## src/rtl/fifo_uart_tx.sv

```systemverilog
// fifo_uart_tx: pops bytes from a show-ahead FIFO and serialises each as a UART frame
// (start, LSB-first data, optional even parity, stop) on a registered, idle-high tx line.
// Optional feature macro: FIFO_UART_TX_PARITY_EN adds an even-parity bit (8E1 instead of 8N1).
module fifo_uart_tx #(
  parameter int unsigned DATA_WIDTH   = 8,
  parameter int unsigned CLKS_PER_BIT = 868
) (
  input  logic                  clk,
  input  logic                  reset,
  input  logic                  empty,
  input  logic [DATA_WIDTH-1:0] r_data,
  output logic                  rd,
  output logic                  tx,
  output logic                  busy,
  output logic                  tx_done_tick
);

  localparam int unsigned SW = (CLKS_PER_BIT > 1) ? $clog2(CLKS_PER_BIT) : 1;
  localparam int unsigned NW = (DATA_WIDTH > 1) ? $clog2(DATA_WIDTH) : 1;
  localparam logic [SW-1:0] SLast = SW'(CLKS_PER_BIT - 1);
  localparam logic [NW-1:0] NLast = NW'(DATA_WIDTH - 1);

  typedef enum logic [2:0] {
    StIdle,
    StStart,
    StData,
`ifdef FIFO_UART_TX_PARITY_EN
    StParity,
`endif
    StStop
  } state_e;

  state_e                state_q, state_d;
  logic [SW-1:0]         s_q, s_d;
  logic [NW-1:0]         n_q, n_d;
  logic [DATA_WIDTH-1:0] shreg_q, shreg_d;
  logic                  tx_q, tx_d;
  logic                  pop;
`ifdef FIFO_UART_TX_PARITY_EN
  logic                  parity_q, parity_d;
`endif

  // State, counters, shift register and the registered line.
  always_ff @(posedge clk or negedge reset) begin
    if (!reset) begin
      state_q <= StIdle;
      s_q     <= '0;
      n_q     <= '0;
      shreg_q <= '0;
      tx_q    <= 1'b1;
`ifdef FIFO_UART_TX_PARITY_EN
      parity_q <= 1'b0;
`endif
    end else begin
      state_q <= state_d;
      s_q     <= s_d;
      n_q     <= n_d;
      shreg_q <= shreg_d;
      tx_q    <= tx_d;
`ifdef FIFO_UART_TX_PARITY_EN
      parity_q <= parity_d;
`endif
    end
  end

  // Pop strobe is gated by reset so the FIFO is never drained while held in reset.
  always_comb begin
    pop = (state_q == StIdle) && !empty && reset;
  end

  // Next-state, baud/bit counting and frame sequencing.
  always_comb begin
    state_d      = state_q;
    s_d          = s_q;
    n_d          = n_q;
    shreg_d      = shreg_q;
    tx_d         = tx_q;
    tx_done_tick = 1'b0;
`ifdef FIFO_UART_TX_PARITY_EN
    parity_d     = parity_q;
`endif
    unique case (state_q)
      StIdle: begin
        if (pop) begin
          shreg_d = r_data;
          s_d     = '0;
          tx_d    = 1'b0;
          state_d = StStart;
`ifdef FIFO_UART_TX_PARITY_EN
          parity_d = ^r_data;
`endif
        end
      end
      StStart: begin
        if (s_q == SLast) begin
          s_d     = '0;
          n_d     = '0;
          tx_d    = shreg_q[0];
          state_d = StData;
        end else begin
          s_d = s_q + 1'b1;
        end
      end
      StData: begin
        if (s_q == SLast) begin
          s_d     = '0;
          shreg_d = shreg_q >> 1;
          if (n_q == NLast) begin
`ifdef FIFO_UART_TX_PARITY_EN
            tx_d    = parity_q;
            state_d = StParity;
`else
            tx_d    = 1'b1;
            state_d = StStop;
`endif
          end else begin
            n_d  = n_q + 1'b1;
            tx_d = shreg_d[0];
          end
        end else begin
          s_d = s_q + 1'b1;
        end
      end
`ifdef FIFO_UART_TX_PARITY_EN
      StParity: begin
        if (s_q == SLast) begin
          s_d     = '0;
          tx_d    = 1'b1;
          state_d = StStop;
        end else begin
          s_d = s_q + 1'b1;
        end
      end
`endif
      StStop: begin
        if (s_q == SLast) begin
          tx_done_tick = 1'b1;
          s_d          = '0;
          state_d      = StIdle;
        end else begin
          s_d = s_q + 1'b1;
        end
      end
      default: state_d = StIdle;
    endcase
  end

  // Output drive.
  always_comb begin
    rd   = pop;
    tx   = tx_q;
    busy = (state_q != StIdle);
  end

endmodule

```

## config.mk

```make
export PLATFORM = sky130hd
export DESIGN_NAME = fifo_uart_tx
export DESIGN_NICKNAME = d
export VERILOG_FILES = /design/src/rtl/fifo_uart_tx.sv
export SDC_FILE = /design/constraint.sdc
export NUM_CORES = 1
export LEC_CHECK = 0
export ABC_AREA = 1
export CAP_MARGIN = 30
export CORE_MARGIN = 3
export CORE_UTILIZATION = 56
export CTS_BUF_LIST = sky130_fd_sc_hd__clkbuf_16
export DETAILED_ROUTE_END_ITERATION = 8
export PLACE_DENSITY = 0.79
export RECOVER_POWER = 50
export SYNTH_ARGS = -nofsm -noshare
export SYNTH_HDL_FRONTEND = slang
export SYNTH_SLANG_ARGS = --single-unit
```

## constraint.sdc

```tcl
create_clock -name clk -period 1.9 [get_ports clk]
set_input_delay 0.19 -clock clk [delete_from_list [all_inputs] [get_ports clk]]
set_output_delay 0.19 -clock clk [all_outputs]
set_load 0.03 [all_outputs]
```

==> results.toml <==
[critical_path]
cp_max_fo = 3
setup.reg_to_reg.worst_slack_ns = 0.17
worstSetupStartpoint = "s_q[8]"
critical_path.reg2reg.startpoint = "state_q[0]"
cell_by_cell_trace_of_the_critical_path = "nand2_1 -> nor2_1 -> inv_1 -> nor4_1 -> clkdlybuf4s15_1"
worst_path_largest_cell_delay_ns = 0.41
number_of_cell_instances_on_the_worst_register_to_register_path = 10
timing.setup.critical_path_class = "register to primary output"
cp_num_buf_inv = 2
cpMaxStageDelayCell = "sky130_fd_sc_hd__clkdlybuf4s15_1"
critical_path_depth = 5
startpoint_type = "register"
worst_path_dominant_cell_family = "simple AND/OR/NAND/NOR gates"
worstSetupEndpointType = "primary output"
crit_end = "tx_done_tick"
r2r_end = "shreg_q[1]"
critPathArrivalTime_ns = 1.64
required_ns = 1.71

[place]
gp_congestion = 0.875
place.port_buffers = 14
dp_hpwl_um = 2520

[clock_tree]
clock_buffer_depth = 2
cts.sinks = 24
tritoncts = "built"
htree_num_levels = 1
path_clk_slew_ns = 0.07
postCtsHoldBufs = 0
clock-root-buffer = "sky130_fd_sc_hd__clkbuf_16"
cts-buffers-inserted = 3
clock_insertion_delay_worst_skew_ns = 0.26

[yosys]
synth_fp_nets = 215
dominant_synthesized_flop_cell = "sky130_fd_sc_hd__dfrtp_1"
synthDominantAreaCellType = "sky130_fd_sc_hd__dfrtp_1"
netlist_top_cells_count = "sky130_fd_sc_hd__nand2_1 (86), sky130_fd_sc_hd__dfrtp_1 (23), sky130_fd_sc_hd__inv_1 (19)"
synth_most_common_cell = "sky130_fd_sc_hd__nand2_1"
synth_cell_types = 27
yosysTopAreaCellShare = 0.392
synth.ff_latch_count = 24
mapped_cell_area_um2 = 1470
number_of_flops_mapped_to_enable_cells_by_yosys = 0
yosys_warnings = 0
synthArstFlopShare = 1.00
yosys-top-cells-area = "sky130_fd_sc_hd__dfrtp_1 (39%), sky130_fd_sc_hd__nand2_1 (22%), sky130_fd_sc_hd__ha_1 (6.0%)"
synthCells = 197
ys_seq_area_frac = 0.410
synth.avg_cell_area_um2 = 7.44

[die]
row_count = 17
die_h_um = 57.2
core_um2 = 2340
floorplan.initialDensity = 0.627
floorplan.die_area_um2 = 3270
ios = 15
floorplan.die.width_um = 57.2

[global_route]
grt.total_usage = 0.224
grt_pass1_vias = 1276
globalRouteOverflowTotal = 0
grt_start_max_net_pins = 25
grt_antenna_before_repair = 0
grt_pass1_wl_um = 5800

[timing]
timing.fmax_mhz = 548
hold_violations = 0
max-slew-margin-rel = 0.123
layout_min_cycle_time_ns = 1.83
clock_skew_ns = 0.00720
worstMarginPinSlew_ns = 1.32
slew_viol_final = 0
period_share = 0.961
hold_ws_ns = 0.468
finalSetupViolCount = 0
setup_tns_ns = 0
rsz0062_at_grt = "false"

[route]
drc = 0
wl_per_cell_um = 13.4
ant_nets = 0
first_iter_violations = 67
avgViaCountPerCell = 5.48
drt-pass1-iter-count = 4
vias = 1382
detail_route.wirelength_um = 3380

[power_and_ir_drop]
irDropWorstVdd_mv = 1.37
power_leakage_nw = 0.934
cellPowerDensity_nw_per_um2 = 1650

[layout]
insertedDiodeCount = 0
area_taken_by_multi_input_logic_gates_um2 = 772
number_of_nets_in_the_finished_design = 243
regArea_um2 = 602
final_layout_size_suffix_gt1_frac = 0.112
n_fill_cell = 164
area_delta_synth_final_pct = 23.4

[run_status]
outcome = "finished, final reports clean"

[min_path]
worst_hold_path_type = "register to register"

[job]
maxCapViolations = 0
-- worst register-to-register path: stages (launching register included) --
cell,delay [ns]
sky130_fd_sc_hd__dfrtp_1,0.40
sky130_fd_sc_hd__inv_1,0.09
sky130_fd_sc_hd__ha_1,0.24
sky130_fd_sc_hd__inv_2,0.15
sky130_fd_sc_hd__nor3_4,0.07
sky130_fd_sc_hd__nor2_4,0.24
sky130_fd_sc_hd__clkinv_4,0.15
sky130_fd_sc_hd__nand2_4,0.12
sky130_fd_sc_hd__nor2_8,0.05
sky130_fd_sc_hd__nand2_1,0.07
sky130_fd_sc_hd__nand2_1,0.06
-- worst min-delay path by stage --
stage | slack, ns | cells after the start | start | to
after floorplan | -0.11 | 0 | reset | n_q[0]
after global placement | 0.45 | 2 | tx | tx
after detailed placement | 0.46 | 2 | tx | tx
after CTS | 0.35 | 2 | reset | shreg_q[1]
after global routing | 0.48 | 2 | tx | tx
final | 0.47 | 2 | tx | tx
-- kinds of logic after synthesis --
family | after synthesis | share of synthesized area
flops | 24 | 0.410
compound gates | 18 | 0.0759
xor+xnor | 3 | 0.0179
buf+inv | 23 | 0.0631
simple gates | 122 | 0.373
fa+ha+maj | 7 | 0.0597
-- registers in the layout, summed over array words and instances (netlist names) --
register	count
s_q	10
shreg_q	8
n_q	3
tx	1
state_q	2
-- metal layers --
layer | share of wire | global-route usage | vias up
met2 | 0.48 | 0.359 | 44
met4 | 0.010 | 0.0828 | 0
li1 | - | - | 678
met5 | 0 | 0 | -
met3 | 0.056 | 0.0317 | 4
met1 | 0.46 | 0.308 | 656
-- stage by stage --
step	util	area [µm²]	worst slack [ns]	cells	power (mW)
finish	0.773	1810	0.0740	252	2.99
global route	0.773	1810	0.00290	252	3.22
detailed placement	0.730	1710	0.0821	248	2.39
CTS	0.774	1810	0.102	252	3.00
floorplan	-	1470	0.0297	197	1.93
global placement	0.730	1710	0.0604	248	2.32
-- timing repair --
item,in CTS,in global routing
setup buffers,0,0
pin swaps,0,1
setup endpoints to repair,2,2
resized for setup,2,1
-- where the power goes --
| group | leakage (nW) | internal, mW | switching, mW |
|---|---|---|---|
| clock | 0.0511 | 0.419 | 0.185 |
| combinational | 0.572 | 0.557 | 0.961 |
| sequential | 0.311 | 0.721 | 0.148 |
| total | 0.934 | 1.70 | 1.29 |
-- area by class of cell --
cell class	count	share of cell area
clock buffer	3	0.0415
clock inverter	1	0.0166
inverter	22	0.0484
multi-input combinational	150	0.427
sequential	24	0.333
tap	28	0.0194
timing repair buffer	24	0.115
-- cell usage in the layout, fill, tap and decap left out --
cell type / n
sky130_fd_sc_hd__nor4_1: 1
sky130_fd_sc_hd__nand3b_1: 1
sky130_fd_sc_hd__o21ai_0: 7
sky130_fd_sc_hd__clkdlybuf4s50_1: 10
sky130_fd_sc_hd__clkdlybuf4s15_1: 1
sky130_fd_sc_hd__xor2_1: 2
sky130_fd_sc_hd__nand2_1: 86
sky130_fd_sc_hd__a21oi_1: 3
sky130_fd_sc_hd__nand2_4: 2
sky130_fd_sc_hd__inv_2: 2
sky130_fd_sc_hd__buf_4: 10
sky130_fd_sc_hd__dlygate4sd2_1: 1
sky130_fd_sc_hd__o21bai_1: 2
sky130_fd_sc_hd__ha_1: 7
sky130_fd_sc_hd__dlygate4sd3_1: 1
sky130_fd_sc_hd__clkbuf_1: 1
sky130_fd_sc_hd__o22ai_1: 4
sky130_fd_sc_hd__bufinv_16: 1
sky130_fd_sc_hd__nand3_2: 1
sky130_fd_sc_hd__nand3_1: 10
sky130_fd_sc_hd__nand4_1: 4
sky130_fd_sc_hd__dfstp_2: 1
sky130_fd_sc_hd__clkinv_4: 1
sky130_fd_sc_hd__nor3_4: 1
sky130_fd_sc_hd__nor2_4: 1
sky130_fd_sc_hd__xnor2_1: 1
sky130_fd_sc_hd__inv_1: 19
sky130_fd_sc_hd__dfrtp_1: 23
sky130_fd_sc_hd__nor2_8: 1
sky130_fd_sc_hd__clkbuf_16: 3
sky130_fd_sc_hd__nor2_1: 12
sky130_fd_sc_hd__nor3_1: 2
sky130_fd_sc_hd__a21oi_4: 1
sky130_fd_sc_hd__o21ai_1: 1
(Power assumes the default switching activity.)
